==> src/rtl/pacman_life_ctrl.sv <==
`default_nettype none
// ============================================================================
// Module   : pacman_life_ctrl
// Brief    : Game-flow sequencer owning lives, level and round timing.
// Revision : 1.0 - initial release
// ============================================================================
module pacman_life_ctrl #(
  parameter int unsigned START_LIVES    = 3,
  parameter int unsigned READY_FRAMES   = 120,
  parameter int unsigned DEATH_FRAMES   = 60,
  parameter int unsigned RESPAWN_FRAMES = 2,
  parameter int unsigned CLEAR_FRAMES   = 90,
  parameter logic [7:0]  START_KEY      = 8'h2C
) (
  input  logic       frame_clk,
  input  logic       Reset,
  input  logic [7:0] keycode,
  input  logic       ghost_hit,
  input  logic       level_done,
  output logic       isDefeated,
  output logic       death,
  output logic       ghosts_frozen,
  output logic       game_over,
  output logic       life_lost,
  output logic [2:0] lives,
  output logic [3:0] level,
  output logic [2:0] state_code
);

  typedef enum logic [2:0] {
    S_READY     = 3'd0,
    S_PLAY      = 3'd1,
    S_DYING     = 3'd2,
    S_RESPAWN   = 3'd3,
    S_CLEAR     = 3'd4,
    S_GAME_OVER = 3'd5
  } state_t;

  localparam logic [7:0] c_READY_LAST   = 8'(READY_FRAMES - 1);
  localparam logic [7:0] c_DEATH_LAST   = 8'(DEATH_FRAMES - 1);
  localparam logic [7:0] c_RESPAWN_LAST = 8'(RESPAWN_FRAMES - 1);
  localparam logic [7:0] c_CLEAR_LAST   = 8'(CLEAR_FRAMES - 1);
  localparam logic [2:0] c_START_LIVES  = 3'(START_LIVES);

  state_t     r_state;
  state_t     w_state_next;
  logic [7:0] r_timer;
  logic [2:0] r_lives;
  logic [3:0] r_level;
  logic       r_life_lost;
  logic       w_dying_exit;
  logic       w_clear_exit;
  logic       w_restart;
  logic       w_timer_run;

  always_comb begin
    w_state_next = r_state;
    w_dying_exit = 1'b0;
    w_clear_exit = 1'b0;
    w_restart    = 1'b0;
    w_timer_run  = 1'b0;
    case (r_state)
      S_READY: begin
        w_timer_run = 1'b1;
        if (r_timer == c_READY_LAST) w_state_next = S_PLAY;
      end
      S_PLAY: begin
        // A hit wins over a simultaneous level clear.
        if (ghost_hit)       w_state_next = S_DYING;
        else if (level_done) w_state_next = S_CLEAR;
      end
      S_DYING: begin
        w_timer_run = 1'b1;
        if (r_timer == c_DEATH_LAST) begin
          w_dying_exit = 1'b1;
          w_state_next = (r_lives == 3'd1) ? S_GAME_OVER : S_RESPAWN;
        end
      end
      S_RESPAWN: begin
        w_timer_run = 1'b1;
        if (r_timer == c_RESPAWN_LAST) w_state_next = S_READY;
      end
      S_CLEAR: begin
        w_timer_run = 1'b1;
        if (r_timer == c_CLEAR_LAST) begin
          w_clear_exit = 1'b1;
          w_state_next = S_RESPAWN;
        end
      end
      S_GAME_OVER: begin
        if (keycode == START_KEY) begin
          w_restart    = 1'b1;
          w_state_next = S_READY;
        end
      end
      default: w_state_next = S_READY;
    endcase
  end

  always_ff @(posedge frame_clk) begin
    if (Reset) begin
      r_state     <= S_READY;
      r_timer     <= 8'd0;
      r_lives     <= c_START_LIVES;
      r_level     <= 4'd0;
      r_life_lost <= 1'b0;
    end else begin
      r_state     <= w_state_next;
      r_life_lost <= w_dying_exit;
      if (w_state_next != r_state) r_timer <= 8'd0;
      else if (w_timer_run)        r_timer <= r_timer + 8'd1;
      if (w_dying_exit)   r_lives <= r_lives - 3'd1;
      else if (w_restart) r_lives <= c_START_LIVES;
      if (w_clear_exit && (r_level != 4'd15)) r_level <= r_level + 4'd1;
      else if (w_restart)                     r_level <= 4'd0;
    end
  end

  always_comb begin
    death         = (r_state == S_READY) || (r_state == S_DYING) ||
                    (r_state == S_CLEAR) || (r_state == S_GAME_OVER);
    isDefeated    = (r_state == S_RESPAWN);
    ghosts_frozen = (r_state != S_PLAY);
    game_over     = (r_state == S_GAME_OVER);
  end

  assign life_lost  = r_life_lost;
  assign lives      = r_lives;
  assign level      = r_level;
  assign state_code = r_state;

endmodule
`default_nettype wire
==> config.mk <==
export PLATFORM = sky130hd
export DESIGN_NAME = pacman_life_ctrl
export DESIGN_NICKNAME = d
export VERILOG_FILES = /design/src/rtl/pacman_life_ctrl.sv
export SDC_FILE = /design/constraint.sdc
export NUM_CORES = 1
export LEC_CHECK = 0
export CAP_MARGIN = 20
export CORE_UTILIZATION = 40
export DETAILED_ROUTE_END_ITERATION = 10
export PLACE_DENSITY = 0.66
export SLEW_MARGIN = 10
export SYNTH_ARGS = -nofsm -noshare
export SYNTH_HDL_FRONTEND = slang
export SYNTH_SLANG_ARGS = --single-unit
==> constraint.sdc <==
create_clock -name frame_clk -period 3.1 [get_ports frame_clk]
set_input_delay 0.93 -clock frame_clk [delete_from_list [all_inputs] [get_ports frame_clk]]
set_output_delay 0.93 -clock frame_clk [all_outputs]
set_load 0.02 [all_outputs]
# --- Word-level counts from Yosys, hierarchy flattened ---
# Index checks and enable logic that the tools add are counted.
classes:
  eq_ne: 14
  n_mux: 20
  addsub: 3
  reduce_logical: 9
ops:
  columns: ["op", "n"]
  rows:
  - ["2-to-1 mux 3 bit", 10]
  - ["one-hot mux 3 bit (6 select lines)", 1]
  - ["equality test 8 x 6 -> 1 bit, second input constant", 2]
  - ["equality test 8 x 7 -> 1 bit, second input constant", 2]
  - ["adder 8 x 1 -> 8 bit, second input constant", 1]
  - ["equality test 8 x 1 -> 1 bit, second input constant", 1]
  - ["2-to-1 mux 4 bit", 2]
  - ["2-to-1 mux 1 bit", 7]
  - ["equality test 3 x 1 -> 1 bit, second input constant", 2]
  - ["equality test 3 x 2 -> 1 bit, second input constant", 2]
  - ["equality test 3 bit, second input constant", 2]
  - ["adder 4 x 1 -> 4 bit, second input constant", 1]
  - ["!= test 4 bit, second input constant", 1]
  - ["nonzero test 2 bit", 2]
  - ["OR reduction 4 bit", 1]
  - ["zero test 3 bit", 1]
  - ["logical OR 1 bit", 3]
  - ["!= test 3 x 1 -> 1 bit, second input constant", 1]
  - ["!= test 3 bit", 1]
  - ["subtractor 3 x 1 -> 3 bit, second input constant", 1]
  - ["OR reduction 2 bit", 1]
  - ["logical AND 1 bit", 1]
word_totals:
  out_inout_bits: 15
  word_cells: 51
  regBits: 19
  input_bits: 12

# --- Longest topological paths before layout ---
# Gate-level depths: netlist (run 1).
depth:
  word_depth: 6
  depth_mapped: 7

# --- Worst setup path before layout (run 1) ---
# Ideal clock, no wire load.
synth_timing:
  path_kind: "input to register"
  start: "in keycode[4]"
  end: "reg r_level[3] (netlist: level[3])"
  setup_slack_ps: 618
  t_arrival_ps: 2362
  path_stages: 5
  required_time_ps: 2981
  path_cell_list: "or4b_2 > nor4_1 > a21oi_1 > o21ai_1 > a21oi_1"
synth_via:
  elab_chain_cells: 4
synth_rtl:
  columns: ["element", "line_no", "rtl"]
  rows:
  - ["start: declaration", "17", "input logic [7:0] keycode,"]
  - ["equality test 8 x 6 -> 1 bit", "91", "if (keycode == START_KEY) begin"]
  - ["2-to-1 mux 1 bit", "91", null]
  - ["2-to-1 mux 1 bit", "62", "case (r_state)"]
  - ["nonzero test 2 bit (no source line)", null, null]
  - ["end signal: assignment", "114", "if (w_clear_exit && (r_level != 4'd15)) r_level <= r_level + 4'd1;"]
  - ["end: declaration", "49", "logic [3:0] r_level;"]
# Every way passes these cells.
# A chain may end at the register's enable or synchronous reset.

# --- Final worst setup path (run 1) ---
layout_timing:
  start: "reg r_state[2] (netlist: state_code[2])"
  end: "out death"
layout_via:
  elab_chain_cells: 4
layout_rtl:
  columns: ["element", "line_no", "rtl"]
  rows:
  - ["start: declaration", "45", "state_t r_state;"]
  - ["start signal: assignment", "108", "r_state <= w_state_next;"]
  - ["equality test 3 x 2 -> 1 bit or zero test 3 bit (tied branches)", "120", "death = (r_state == S_READY) || (r_state == S_DYING) ||"]
  - ["logical OR 1 bit (2 in series)", "120", null]
  - ["logical OR 1 bit *", "121", "(r_state == S_CLEAR) || (r_state == S_GAME_OVER);"]
  - ["end: declaration", "21", "output logic death,"]
# Every way passes the cells marked *; elsewhere a longest branch is shown, timed or not.

==> metrics, run 1 <==
num rows=19; unrepaired setup endpoints after global routing=false; maximum clock path buffer count=2; met3 routed WL=roughly 140 um; initial DRC count=48; Synth Register Bits=19; DRC=4; Clock transition at path regs=roughly 0.11 ns; Hold Vio Cnt, Final=0; Cell variety after synth=48; Gate Count Post-Synth=143; max-slew violation count=0; status=complete, but fails checks; hold crit path type=reg -> reg; ANT nets after route=0; core area=roughly 0.0028 mm^2; final setup fails=0; proportion of layout cells with a drive suffix above 1=0.1214; CP arrival=just under 2 ns; Clock Skews=0.001007 ns; Max Clock Freq=0.3489 GHz; met2 wire len=between 1 and 1.5 mm; cell area power density=265.2 mW/mm^2; number of synthesized flops with an enable pin=0; final wirelength=between 2 and 3 mm; Finished Cell Area=roughly 0.0016 mm^2; TritonCTS buffer count=3; Finished Core Util=0.5489; CP cell instances=nor2b_1 > a21oi_1 > clkdlybuf4s50_1; syn_nets=160; CTS Hold Buffers Added=0; most common cell after layout, fill and taps aside=clkdlybuf4s50_1; Max Cap Violations=0; die area=roughly 0.0033 mm^2; Routed WL per cell=14.13 um; ys flop type=dfxtp_1; r2r setup slk=0.79 ns; Fin Setup TNS=0 ns; peak supply drop=~0.23 mV; Ys Warns=0; global route overflow=0; synthesized area=around 0.0012 mm^2; post-synthesis sequential area ratio=0.3105; filler instances=around 280; relative slew slack=0.6267; gr usage total=0.1924; Max FO, Critical Path=15; TritonCTS clock tree=yes; Post-DP Area=0.001525 mm^2; Worst Setup Path Type=reg -> out; Post-Syn Area per Cell=8.566 um^2; total number of vias=1,136; final worst path period need=around 2.9 ns; CTS H-tree depth=1; Via density=roughly 5.6; Clk Latency, worst-skew pair=about 0.29 ns; RD Place Congestion=0.8515; initial antenna violation count=0; Pwr Total=between 0.0004 and 0.0005 W; diode count=0; WP data required=2.17 ns; FFs w/ async S/R, synth=0; vertical die dimension=roughly 57 um; crit start category=register; IO Port Bufs=26; period utilisation layout=0.9245; Pleak=around 0.58 nW; slowest stage delay, CP=0.67 ns; Slew @ Worst Pin=0.5600 ns; Post-CTS Setup Bufs=0; Synth-to-Final Area Change=26.76%; root buffer cell=clkbuf_4; nets=191; final HPWL from detailed placement=~2.2 mm; Met1 Wirelength=approximately 1.4 mm; TritonRoute pass-1 iters=7; Setup crit end kind=output port; CTS resizes=0; Ports=27; most frequent cells in the layout=clkdlybuf4s50_1 (26), dfxtp_1 (19), nor4_1 (11); CTS Sinks=19; Die X=roughly 57 um; via count of the first global-routing pass=1,074; first-pass GRT wire length=about 5.0 mm; final hold slack=0.5240 ns; CP max-delay cell=dfxtp_1; failing checks=DRC; Initial Utilization=0.4330; top layer in use=met4; largest net degree at the start of global routing=16
==> logic make-up (layout without fill, tap and decap cells) <==
group                    after synthesis  in the layout  synth area share
XOR/XNOR                               9              9           0.06435
multiplexers                           1              1          0.008172
flip-flops                            19             19            0.3105
adder cells (fa/ha/maj)                5              5           0.05107
AO/OA/AOI/OAI                         25             25            0.1410
buffers and inverters                 12             42           0.05107
AND/OR/NAND/NOR                       72             72            0.3739
==> stage by stage <==
step | std cells | worst slack [ns]
after detailed placement | 200 | 0.1416
after floorplan | 143 | 0.6184
after CTS | 204 | 0.2289
final | 204 | 0.2340
after global placement | 200 | 0.2178
after global routing | 204 | 0.07382
==> cells in the mapped netlist, types with 2 or more instances <==
cell / count / area share
xnor2_1: 3 / 0.021
or3_1: 3 / 0.015
ha_1: 5 / 0.051
xor2_1: 6 / 0.043
and2_1: 2 / 0.010
or2_2: 3 / 0.015
a21oi_1: 8 / 0.033
nand4b_1: 2 / 0.014
a221oi_1: 2 / 0.014
nand3_1: 5 / 0.020
clkbuf_1: 3 / 0.0092
o21ai_0: 4 / 0.016
inv_1: 7 / 0.021
nor2_1: 7 / 0.021
nor4_1: 11 / 0.056
nor2b_1: 2 / 0.010
and3_1: 2 / 0.010
nand2_1: 10 / 0.031
nand4_1: 2 / 0.010
nor3_1: 5 / 0.020
nand3b_1: 2 / 0.012
dfxtp_1: 19 / 0.31
nand2b_1: 5 / 0.026
==> path summary, 6_finish.rpt <==
kind / from / endpoint / cells after the start
worst max-delay path: state_code[2] / death / 3
worst min-delay path: level[1] / level[1] / 2
worst max register to register: r_timer[0] / r_timer[0] / 6
worst min register to register: level[1] / level[1] / 2
==> area by class of cell <==
cell class / instances / area [um^2] / share of cell area
repair buffers: 31 / 297.8 / 0.1918
clock inverters: 1 / 5.005 / 0.003223
multi-input cells: 112 / 782.0 / 0.5036
clock buffers: 3 / 22.52 / 0.01450
inverters: 7 / 26.28 / 0.01692
flip-flops and latches: 19 / 380.4 / 0.2450
well taps: 31 / 38.79 / 0.02498
==> worst max-delay path, delay by kind of cell (launching register included) <==
| family | cells | cell delay [ns] |
|---|---|---|
| compound gates | 1 | 0.16 |
| buf+inv | 1 | 0.62 |
| flops | 1 | 0.67 |
| simple gates | 1 | 0.20 |
==> where the power goes <==
group          total [W]  internal, W  switching [W]
Clock           0.000126    0.0000480      0.0000780
Combinational  0.0000341    0.0000205      0.0000136
Sequential      0.000252     0.000248     0.00000415
==> per-layer routing <==
metal,GRT usage,vias up
met5,0,-
met4,0.07317,0
met3,0.02948,2
met2,0.3206,26
met1,0.2500,516
li1,-,592
==> registers in the layout, indices dropped and copies added (netlist names) <==
signal,count
r_timer,8
life_lost,1
level,4
state_code,3
lives,3
Note: power is estimated with default switching activity, not from simulation.
==> run 2, diff against run 1 <==
--- a/config.mk
+++ b/config.mk
@@ -6,9 +6,10 @@
 export NUM_CORES = 1
 export LEC_CHECK = 0
 export CAP_MARGIN = 20
-export CORE_UTILIZATION = 40
+export CORE_UTILIZATION = 45
 export DETAILED_ROUTE_END_ITERATION = 10
-export PLACE_DENSITY = 0.66
+export PLACE_DENSITY = 0.72
+export REMOVE_ABC_BUFFERS = 1
 export SLEW_MARGIN = 10
 export SYNTH_ARGS = -nofsm -noshare
 export SYNTH_HDL_FRONTEND = slang
==> constraint.sdc (replaced) <==
create_clock -name frame_clk -period 3.1 [get_ports frame_clk]
set_input_delay 0.93 -clock frame_clk [delete_from_list [all_inputs] [get_ports frame_clk]]
set_output_delay 0.93 -clock frame_clk [all_outputs]
set_load 0.05 [all_outputs]
==> metrics, run 2 (synthesis gave the netlist of run 1 again) <==
status=finished clean; total number of vias=1,198 (+5.5%); TritonCTS buffer count=3 (unchanged); Clock Skews=0.006994 ns (+0.005987 ns); Post-DP Area=0.001521 mm^2 (-0.25%); max-slew violation count=0 (unchanged); Hold Vio Cnt, Final=0 (unchanged); largest net degree at the start of global routing=16 (unchanged); Clk Latency, worst-skew pair=0.30 ns (about the same); Finished Core Util=0.6151 (+0.06621); CTS H-tree depth=1 (unchanged); diode count=0 (unchanged); final setup fails=0 (unchanged); Fin Setup TNS=0 ns (unchanged); proportion of layout cells with a drive suffix above 1=0.1387 (+0.01734); max reg flops=8 (unchanged); TritonRoute pass-1 iters=4 (-3); maximum clock path buffer count=2 (unchanged); peak supply drop=0.2247 mV (-2.9%); final worst path period need=2.890 ns (+0.02410 ns); nets=191 (unchanged); IO Port Bufs=26 (unchanged); Pwr Total=0.0004129 W (+0.25%); final worst slack=0.2099 ns (-0.02410 ns); Worst setup startpoint=state_code[2]; Ports=27 (unchanged); final HPWL from detailed placement=2.204 mm (-0.38%); Min-Delay Endpoint=lives[1]; WP data required=2.17 ns (about the same); TritonCTS clock tree=yes; reg2reg end=r_timer[0]; Setup WS pre-CTS=0.1123 ns (-0.02928 ns); Slew @ Worst Pin=0.5922 ns (+0.03226 ns); Reg with most FFs=r_timer; Finished Cell Area=0.001551 mm^2 (about the same); final wirelength=2.962 mm (+2.8%); most common cell after layout, fill and taps aside=clkdlybuf4s50_1; crit start category=register; Max Cap Violations=0 (unchanged); CTS Sinks=19 (unchanged); Initial Utilization=0.4856 (+0.05262); unrepaired setup endpoints after global routing=false; initial antenna violation count=0 (unchanged); root buffer cell=clkbuf_4; Max FO, Critical Path=15 (unchanged); logic depth of the worst register-to-register path=6 (unchanged); Worst Setup Path Type=reg -> out; Setup crit end kind=output port; Routed WL per cell=14.59 um (+3.3%); global route overflow=0 (unchanged); die area=0.002935 mm^2 (-11%); gr usage total=0.2196 (+0.02717); ANT nets after route=0 (unchanged); Pleak=0.5843 nW (+0.53%); via count of the first global-routing pass=1,082 (+0.74%); worst hold path stage count=2 (unchanged); first-pass GRT wire length=4.643 mm (-6.3%); core area=0.002522 mm^2 (-11%); Max Clock Freq=0.3460 GHz (-0.83%); DRC=0 (-4); period utilisation layout=0.9323 (+0.007775); Die X=54.18 um (-5.5%); cell area power density=266.1 mW/mm^2 (+0.33%); Post-CTS Setup Bufs=0 (unchanged); num rows=18 (-1); hold_sp=lives[1]; RD Place Congestion=0.8312 (-2.4%); filler instances=249 (-12%); Via density=5.901 (+6.0%); Synth-to-Final Area Change=26.66% (about the same); relative slew slack=0.6052 (-0.02151); CP arrival=1.96 ns (+0.02 ns); hold crit path type=reg -> reg; vertical die dimension=54.18 um (-5.5%); r2r setup slk=0.82 ns (+0.03 ns); initial DRC count=28 (-42%); most frequent cells in the layout=clkdlybuf4s50_1 (25), dfxtp_1 (17), nor4_1 (11); Clock transition at path regs=0.11 ns (about the same); r2r startpoint=r_timer[0]
run 2: cell types whose count changed in the layout (fill, tap and decap cells not counted), sizes merged:
cell,change
buf,+1
clkdlybuf4s50,-1
run 2: through the flow:
stage	std cells	hold WS, ns
after CTS	203	0.5302
after floorplan	138	0.5234
final	203	0.5302
after global placement	199	0.4940
after detailed placement	199	0.4960
after global routing	203	0.5770
run 2: report_power, final:
part           switching, W   total, W  internal [W]
clock network     0.0000792   0.000127     0.0000481
logic             0.0000138  0.0000341     0.0000203
registers        0.00000401   0.000251      0.000247
run 2: worst max-delay path by stage:
stage,to,cells past startpoint
floorplan,death,2
global placement,r_timer[1],6
detailed placement,r_timer[0],6
CTS,death,3
global route,death,3
finish,death,3
run 2: area by class of cell:
cell class | instances | area [um^2] | share of cell area
clock inverter | 1 | 5.005 | 0.003226
timing repair buffer | 31 | 295.3 | 0.1903
multi-input combinational | 112 | 782.0 | 0.5040
sequential | 19 | 382.9 | 0.2468
clock buffer | 3 | 22.52 | 0.01452
inverter | 7 | 26.28 | 0.01694
tap | 30 | 37.54 | 0.02419
run 2: critical path, stage by stage (launching register included):
cell and delay [ns]:
dfxtp_2 0.51, nor2b_1 0.17, a21oi_1 0.16, clkdlybuf4s50_1 0.82
run 2: metal layers:
layer  vias to the layer above  routed length [um]  global-route usage
met4                         0                  26             0.06410
met5                         -                   0                   0
met1                       573                1333              0.2699
met3                         4                 159             0.03390
li1                        588                   -                   -
met2                        33                1442              0.3882
run 2: repair_timing:
| item | 4_1_cts | 5_1_grt |
|---|---|---|
| setup endpoints to repair | 1 | 1 |
| hold buffers | 0 | 0 |
| resized for setup | 1 | 1 |
==> run 3, diff against run 2 <==
--- a/config.mk
+++ b/config.mk
@@ -6,9 +6,9 @@
 export NUM_CORES = 1
 export LEC_CHECK = 0
 export CAP_MARGIN = 20
-export CORE_UTILIZATION = 45
+export CORE_UTILIZATION = 40
 export DETAILED_ROUTE_END_ITERATION = 10
-export PLACE_DENSITY = 0.72
+export PLACE_DENSITY = 0.66
 export REMOVE_ABC_BUFFERS = 1
 export SLEW_MARGIN = 10
 export SYNTH_ARGS = -nofsm -noshare
==> metrics, run 3 (synthesis gave the netlist of run 1 again) <==
final hold slack=0.5372 ns (+0.007048 ns); global route overflow=0 (unchanged); filler instances=277 (+11%); TritonCTS clock tree=yes; total number of vias=1,159 (-3.3%); Worst Setup Path Type=reg -> out; ANT nets after route=0 (unchanged); root buffer cell=clkbuf_4; Max Clock Freq=0.3490 GHz (+0.87%); most common cell after layout, fill and taps aside=clkdlybuf4s50_1; RD Place Congestion=0.8032 (-3.4%); Clock Skews=0.008974 ns (+0.001980 ns); maximum clock path buffer count=2 (unchanged); unrepaired setup endpoints after global routing=false; initial antenna violation count=0 (unchanged); Slew @ Worst Pin=0.5779 ns (-0.01432 ns); Clk Latency, worst-skew pair=0.30 ns (about the same); crit start category=register; final cell count without fillers=204 (+0.49%); Pleak=0.5844 nW (about the same); IO Port Bufs=26 (unchanged); CTS H-tree depth=1 (unchanged); initial DRC count=40 (+43%); Pwr Total=0.0004128 W (about the same); final worst path period need=2.865 ns (-0.02495 ns); final setup fails=0 (unchanged); Post-CTS Setup Bufs=0 (unchanged); proportion of layout cells with a drive suffix above 1=0.1329 (-0.005780); peak supply drop=0.3032 mV (+35%); final HPWL from detailed placement=2.311 mm (+4.9%); Routed WL per cell=14.81 um (+1.5%); Setup crit end kind=output port; core area=0.002829 mm^2 (+12%); CTS Sinks=19 (unchanged); via count of the first global-routing pass=1,172 (+8.3%); most frequent cells in the layout=clkdlybuf4s50_1 (25), dfxtp_1 (18), nor4_1 (11); TritonCTS buffer count=3 (unchanged); num rows=19 (+1); diode count=0 (unchanged); Clock transition at path regs=0.12 ns (about the same); max reg flops=8 (unchanged); gr usage total=0.2060 (-0.01359); Max Cap Violations=0 (unchanged); TritonRoute pass-1 iters=7 (+3); Hold Vio Cnt, Final=0 (unchanged); Via density=5.681 (-3.7%); largest net degree at the start of global routing=16 (unchanged); period utilisation layout=0.9242 (-0.008049); Die X=57.34 um (+5.8%); Synth-to-Final Area Change=26.66% (unchanged); Max FO, Critical Path=13 (-2); Fin Setup TNS=0 ns (unchanged); CP arrival=1.94 ns (-0.02 ns); relative slew slack=0.6135 (+0.008341); die area=0.003288 mm^2 (+12%); DRC=4 (+4); nets=191 (unchanged); failing checks=DRC; Ports=27 (unchanged); first-pass GRT wire length=5.326 mm (+15%); final wirelength=3.021 mm (+2.0%); cell area power density=266.0 mW/mm^2 (about the same); placed cells=200 (+0.50%); vertical die dimension=57.34 um (+5.8%); max-slew violation count=0 (unchanged); Reg with most FFs=r_timer; Initial Utilization=0.4330 (-0.05262); WP data required=2.17 ns (about the same); hold crit path type=reg -> reg; status=complete, but fails checks
[run 3: power breakdown]
| part | total, W | internal (W) | switching, W | leakage [nW] |
|---|---|---|---|---|
| clock network | 0.000128 | 0.0000481 | 0.0000798 | 0.0177 |
| logic | 0.0000330 | 0.0000197 | 0.0000134 | 0.412 |
| registers | 0.000252 | 0.000248 | 0.00000432 | 0.154 |
[run 3: layer usage]
metal	track usage	wire (um)
met5	0	0
met4	0.08014	43
met1	0.2563	1398
met2	0.3571	1460
met3	0.02948	118
[run 3: critical path, stage by stage, from the launching register on]
cell and delay [ns]:
dfxtp_2 0.48, nor2b_1 0.36, a21oi_1 0.07, clkdlybuf4s50_1 0.72
[run 3: through the flow]
stage	utilization	setup WS (ns)	instance area, um^2
after floorplan	-	0.3412	1189
after global placement	0.5383	0.2381	1523
after detailed placement	0.5383	0.1748	1523
after CTS	0.5480	0.08893	1550
after global routing	0.5484	0.1156	1551
final	0.5484	0.2349	1551
[run 3: final timing paths]
kind | cells past startpoint | slack (ns) | startpoint | end
max | 3 | 0.23 | state_code[0] | death
min | 2 | 0.54 | level[1] | level[1]
max reg2reg | 6 | 0.78 | r_timer[0] | r_timer[5]
min reg2reg | 2 | 0.54 | level[1] | level[1]
[run 3: cell type report]
cell class | count | area [um^2] | area share
flip-flops and latches | 19 | 381.6 | 0.2460
clock buffers | 3 | 22.52 | 0.01452
repair buffers | 31 | 295.3 | 0.1903
multi-input cells | 112 | 782.0 | 0.5040
well taps | 31 | 38.79 | 0.02500
clock inverters | 1 | 5.005 | 0.003226
inverters | 7 | 26.28 | 0.01694
[run 3: repair_timing]
action,CTS,global route
hold buffers,0,0
resized for setup,0,1
endpoints found under the setup margin,0,1
endpoints found under the hold margin,0,0
